<file path="config.mk">
export PLATFORM = sky130hd
export DESIGN_NAME = mux_n_to_1_pipe
export DESIGN_NICKNAME = d
export VERILOG_FILES = /design/src/rtl/mux_n_to_1_pipe_pkg.sv /design/src/rtl/mux_n_to_1_pipe_comb.sv /design/src/rtl/mux_n_to_1_pipe.sv
export SDC_FILE = /design/constraint.sdc
export NUM_CORES = 1
export LEC_CHECK = 0
export BUFFER_PORTS_ARGS = -buffer_cell sky130_fd_sc_hd__buf_4
export CORE_AREA = 2 2 97 99
export CTS_CLUSTER_DIAMETER = 50
export DETAILED_ROUTE_END_ITERATION = 8
export DIE_AREA = 0 0 99 101
export GPL_ROUTABILITY_DRIVEN = 0
export PLACE_DENSITY = 0.86
export REMOVE_ABC_BUFFERS = 1
export SYNTH_ARGS = -nofsm -noshare
export SYNTH_HDL_FRONTEND = slang
export SYNTH_SLANG_ARGS = --single-unit
</file>
<file path="constraint.sdc">
create_clock -name clk -period 1.9 [get_ports clk]
set_input_delay 0.285 -clock clk [delete_from_list [all_inputs] [get_ports clk]]
set_output_delay 0.285 -clock clk [all_outputs]
set_load 0.005 [all_outputs]
</file>
<file path="src/rtl/mux_n_to_1_pipe_pkg.sv">
// Shared constants and types for the registered N:1 word selector.
package mux_n_to_1_pipe_pkg;

    // Default datapath word width and the largest input count the selector supports.
    localparam int MUXP_WORD_WIDTH = 32;
    localparam int MUXP_MAX_INPUTS = 16;

    // Occupancy of the output stage: nothing held, main register only, main plus skid.
    typedef enum logic [1:0] {
        ST_EMPTY = 2'd0,
        ST_ONE   = 2'd1,
        ST_TWO   = 2'd2
    } muxp_state_e;

endpackage

</file>
<file path="src/rtl/mux_n_to_1_pipe_comb.sv">
// Pure combinational NUM_INPUTS:1 word selector.
// An index with no matching input yields an all-zero word and raises range_err.
module mux_n_to_1_comb
    import mux_n_to_1_pipe_pkg::*;
#(
    parameter  int WORD_WIDTH = MUXP_WORD_WIDTH,
    parameter  int NUM_INPUTS = 4,
    localparam int SEL_WIDTH  = $clog2(NUM_INPUTS)
) (
    input  logic [SEL_WIDTH-1:0]             select,
    input  logic [NUM_INPUTS*WORD_WIDTH-1:0] inp_flat,
    output logic [WORD_WIDTH-1:0]            word,
    output logic                             range_err
);

    // Scan every legal index; anything not matched stays zero and flags the error.
    always_comb begin
        word      = '0;
        range_err = 1'b1;
        for (int i = 0; i < NUM_INPUTS; i++) begin
            if (select == SEL_WIDTH'(i)) begin
                word      = inp_flat[i*WORD_WIDTH +: WORD_WIDTH];
                range_err = 1'b0;
            end
        end
    end

endmodule

</file>
<file path="src/rtl/mux_n_to_1_pipe.sv">
// Registered N:1 word selector with valid/ready flow control.
// A two-entry skid (main + skid register) keeps full throughput under
// backpressure while in_ready stays a pure flop output.
//
//  state    | meaning
//  ---------+-------------------------------------------
//  ST_EMPTY | nothing held, out_valid = 0
//  ST_ONE   | main register valid, skid empty
//  ST_TWO   | main and skid valid, in_ready = 0
module mux_n_to_1_pipe
    import mux_n_to_1_pipe_pkg::*;
#(
    parameter  int WORD_WIDTH = MUXP_WORD_WIDTH,
    parameter  int NUM_INPUTS = 4,
    localparam int SEL_WIDTH  = $clog2(NUM_INPUTS)
) (
    input  logic                             clk,
    input  logic                             rst_n,
    input  logic                             in_valid,
    output logic                             in_ready,
    input  logic [SEL_WIDTH-1:0]             select,
    input  logic [NUM_INPUTS*WORD_WIDTH-1:0] inp_flat,
    input  logic                             flush,
    output logic                             out_valid,
    input  logic                             out_ready,
    output logic [WORD_WIDTH-1:0]            out,
    output logic                             sel_err
);

    if (NUM_INPUTS < 2 || NUM_INPUTS > MUXP_MAX_INPUTS) begin : g_bad_num_inputs
        $error("mux_n_to_1_pipe: NUM_INPUTS must be in 2..%0d", MUXP_MAX_INPUTS);
    end

    logic [WORD_WIDTH-1:0] sel_word;
    logic                  sel_range_err;

    mux_n_to_1_comb #(
        .WORD_WIDTH (WORD_WIDTH),
        .NUM_INPUTS (NUM_INPUTS)
    ) u_sel (
        .select    (select),
        .inp_flat  (inp_flat),
        .word      (sel_word),
        .range_err (sel_range_err)
    );

    muxp_state_e           state_q,     state_d;
    logic [WORD_WIDTH-1:0] data_q,      data_d;
    logic [WORD_WIDTH-1:0] skid_data_q, skid_data_d;
    logic                  out_valid_q, out_valid_d;
    logic                  skid_valid_q, skid_valid_d;
    logic                  in_ready_q,  in_ready_d;
    logic                  sel_err_q,   sel_err_d;

    logic accept;
    logic xfer;

    assign accept = in_valid && in_ready_q && !flush;
    assign xfer   = out_valid_q && out_ready;

    // Next occupancy and data movement; flush overrides everything and keeps out data.
    always_comb begin
        state_d     = state_q;
        data_d      = data_q;
        skid_data_d = skid_data_q;
        sel_err_d   = sel_err_q;

        if (flush) begin
            state_d   = ST_EMPTY;
            sel_err_d = 1'b0;
        end else begin
            if (accept && sel_range_err) begin
                sel_err_d = 1'b1;
            end
            unique case (state_q)
                ST_EMPTY: begin
                    if (accept) begin
                        data_d  = sel_word;
                        state_d = ST_ONE;
                    end
                end
                ST_ONE: begin
                    if (accept && xfer) begin
                        data_d = sel_word;
                    end else if (accept) begin
                        skid_data_d = sel_word;
                        state_d     = ST_TWO;
                    end else if (xfer) begin
                        state_d = ST_EMPTY;
                    end
                end
                ST_TWO: begin
                    if (xfer) begin
                        data_d  = skid_data_q;
                        state_d = ST_ONE;
                    end
                end
                default: state_d = ST_EMPTY;
            endcase
        end

        // Handshake outputs are registered copies of the next occupancy.
        out_valid_d  = (state_d != ST_EMPTY);
        skid_valid_d = (state_d == ST_TWO);
        in_ready_d   = (state_d != ST_TWO);
    end

    // State and output registers; reset drops any buffered words immediately.
    always_ff @(posedge clk or negedge rst_n) begin
        if (!rst_n) begin
            state_q      <= ST_EMPTY;
            data_q       <= '0;
            skid_data_q  <= '0;
            out_valid_q  <= 1'b0;
            skid_valid_q <= 1'b0;
            in_ready_q   <= 1'b1;
            sel_err_q    <= 1'b0;
        end else begin
            state_q      <= state_d;
            data_q       <= data_d;
            skid_data_q  <= skid_data_d;
            out_valid_q  <= out_valid_d;
            skid_valid_q <= skid_valid_d;
            in_ready_q   <= in_ready_d;
            sel_err_q    <= sel_err_d;
        end
    end

    assign in_ready  = in_ready_q;
    assign out_valid = out_valid_q;
    assign out       = data_q;
    assign sel_err   = sel_err_q;

    // Skid occupancy is tracked redundantly with the state; the two must never disagree.
    wire unused_ok = skid_valid_q;

endmodule

</file>
==> flow_summary.toml <==
[route]
dr.pass1.iters = 4
vias = 4005
wl_um = 11400
wire_per_inst_um = 15.8
detail_route.iter0.violations = 160
postRouteAntennaNets = 0
avgViaCountPerCell = 5.53
drc = 0

[setup_path]
crit_fanout = 34
critPathRequiredTime_ns = 2.10
critPathKind = "flip-flop to flip-flop"
cp.arrival_ns = 1.96
cp-end-kind = "flip-flop"
start_kind = "flip-flop"

[power_and_ir_drop]
power_leakage_nw = 2.94
vdd.ir_drop.worst_mv = 0.521
powerDensity_nw_per_um2 = 911
p_total_mw = 5.44

[synthesis]
yosysUniqueCellTypes = 32
synth_flop_cell = "dfrtp_1"
yosysTopAreaCell = "dfrtp_1"
yosys_warnings = 0
syn_area_um2 = 4410
avgSynthCellArea_um2 = 9.76
synth_edf_count = 0
ys_top_cells_by_area = "dfrtp_1 (39%), mux2_2 (8.2%), o31ai_2 (7.7%), mux2i_1 (7.3%), nand2_1 (5.8%)"
netlist_top_cells_count = "dfrtp_1 (68), nand2_1 (68), a21oi_1 (35)"
synth_seq_cells = 69
synth_top_area_share_pct = 38.6
synth_cells = 452
synthArstFlopShare_pct = 100
ys_seq_area_share_pct = 39.2

[clocking]
root_buffer = "clkbuf_8"
clkSinkCount = 69
cts_tree = "done"
numCtsBuffers = 9
cts_buffer_depth = 2
cts_setup_buffers = 0
h-tree-depth = 3
clk_latency_ns = 0.33
clkSlewWorstSetupHoldPaths_ns = 0.08

[layout]
syn2layout_area_growth_pct = 35.3
antenna_cells = 0
drive_gt1_share_pct = 47.6
nets = 743

[global_route]
grt_util_met2_pct = 41.4
grt_pass1_vias = 4073
overflow = 0
grt_busiest_layer = "met2"
antenna_found_initial = 0
grt_use_met1_pct = 27.8
grt_max_degree = 65
grt_usage_pct = 22.8
grt_pass1_wl_um = 18700
use_met3_pct = 3.88

[job]
max_cap_violations = 0

[sta]
hold_violations = 0
finalSetupViolCount = 0
slew-limit-headroom_pct = 69.0
min_period_ns = 1.76
final.period_utilization_pct = 92.7
fmax_mhz = 568
fin_ws_ns = 0.139
rsz0062_at_grt = "no"
tightest_slew_ns = 0.465
final-max-slew-violation-count = 0
clock_skew_ns = 0.0116

[placement]
post-place-ws_ns = 0.191
port_buffers = 169
dpl.hpwl_um = 8270

[die]
die_area_um2 = 10000
initial_core_util_pct = 49.2
dieHeight_um = 101
core_um2 = 8980
ioPinCount = 170
die_width_um = 99
fp-row-count = 35

[hold_path]
hold_path.class = "input pin to flip-flop"

[run_status]
status = "finished, final reports clean"
[state kept, by name (all words and copies together) (netlist names)]
| name | count |
|---|---|
| out_valid | 1 |
| in_ready | 1 |
| skid_data_q | 32 |
| out | 32 |
| sel_err | 1 |
| state_q | 2 |
[cell families after synthesis]
family,count (synthesis),share of synthesized area (%)
AND/OR/NAND/NOR,141,15.6
AO/OA/AOI/OAI,137,24.2
flip-flops,69,39.2
multiplexers,64,15.4
buffers and inverters,41,5.61
[power by group]
| group | switching, mW | internal, mW |
|---|---|---|
| Clock | 0.578 | 0.868 |
| Sequential | 0.279 | 1.94 |
| Combinational | 0.821 | 0.951 |
[metal layers]
metal	wire (um)	up-vias
li1	-	1949
met1	4570	1916
met2	6030	126
met3	653	14
met4	164	0
met5	0	-
[final timing paths]
kind,slack (ns),cells after the start,end,start
max in group asynchronous,0.89,3,skid_data_q[13],rst_n
min reg2reg,0.49,2,out[13],out[13]
max reg2reg,0.14,5,skid_data_q[11],state_q[1]
max,0.14,5,skid_data_q[11],state_q[1]
min,0.14,2,out_valid,flush
min in group asynchronous,0.44,2,sel_err,rst_n
[metrics by stage]
stage	hold WS [ns]	instances	setup TNS (ns)	instance area [um2]	utilization (%)
after floorplan	-0.0106	412	-41.63	4170	-
after global routing	0.130	724	0	5970	66.5
after detailed placement	0.270	707	0	5720	63.7
final	0.138	724	0	5970	66.5
after global placement	0.268	707	0	5720	63.7
after CTS	0.125	724	0	5970	66.5
[layout make-up]
type                    count  area, um2
inverters                   1       3.75
multi-input cells         342       2440
well taps                 111        139
flip-flops and latches     69       1730
clock buffers               9        124
repair buffers            185       1420
fillers                   711       3010
clock inverters             7        114
[layout by cell type (no fill, tap or decap), drive strengths merged, types with 2 or more instances in the layout]
cell,instances
o22ai,32
nand2,68
a21oi,35
nor2b,11
and3b,22
nor2,33
clkbuf,9
buf,184
o21ai,32
clkinv,4
mux2,32
bufinv,3
o31ai,32
mux2i,32
nand2b,2
dfrtp,68
[timing repair]
| action | in CTS | in global routing |
|---|---|---|
| hold buffers | 1 | 0 |
| hold endpoints to repair | 33 | 0 |
| gates resized for setup | 0 | 1 |
| endpoints found under the setup margin | 0 | 1 |
[critical path, stage by stage (launching register included)]
cell and delay (ns):
dfrtp_1 0.46, nand3b_1 0.23, or3_2 0.44, buf_4 0.28, nand2_1 0.15, o21ai_2 0.06
Note: power is estimated with default switching activity, not from simulation.
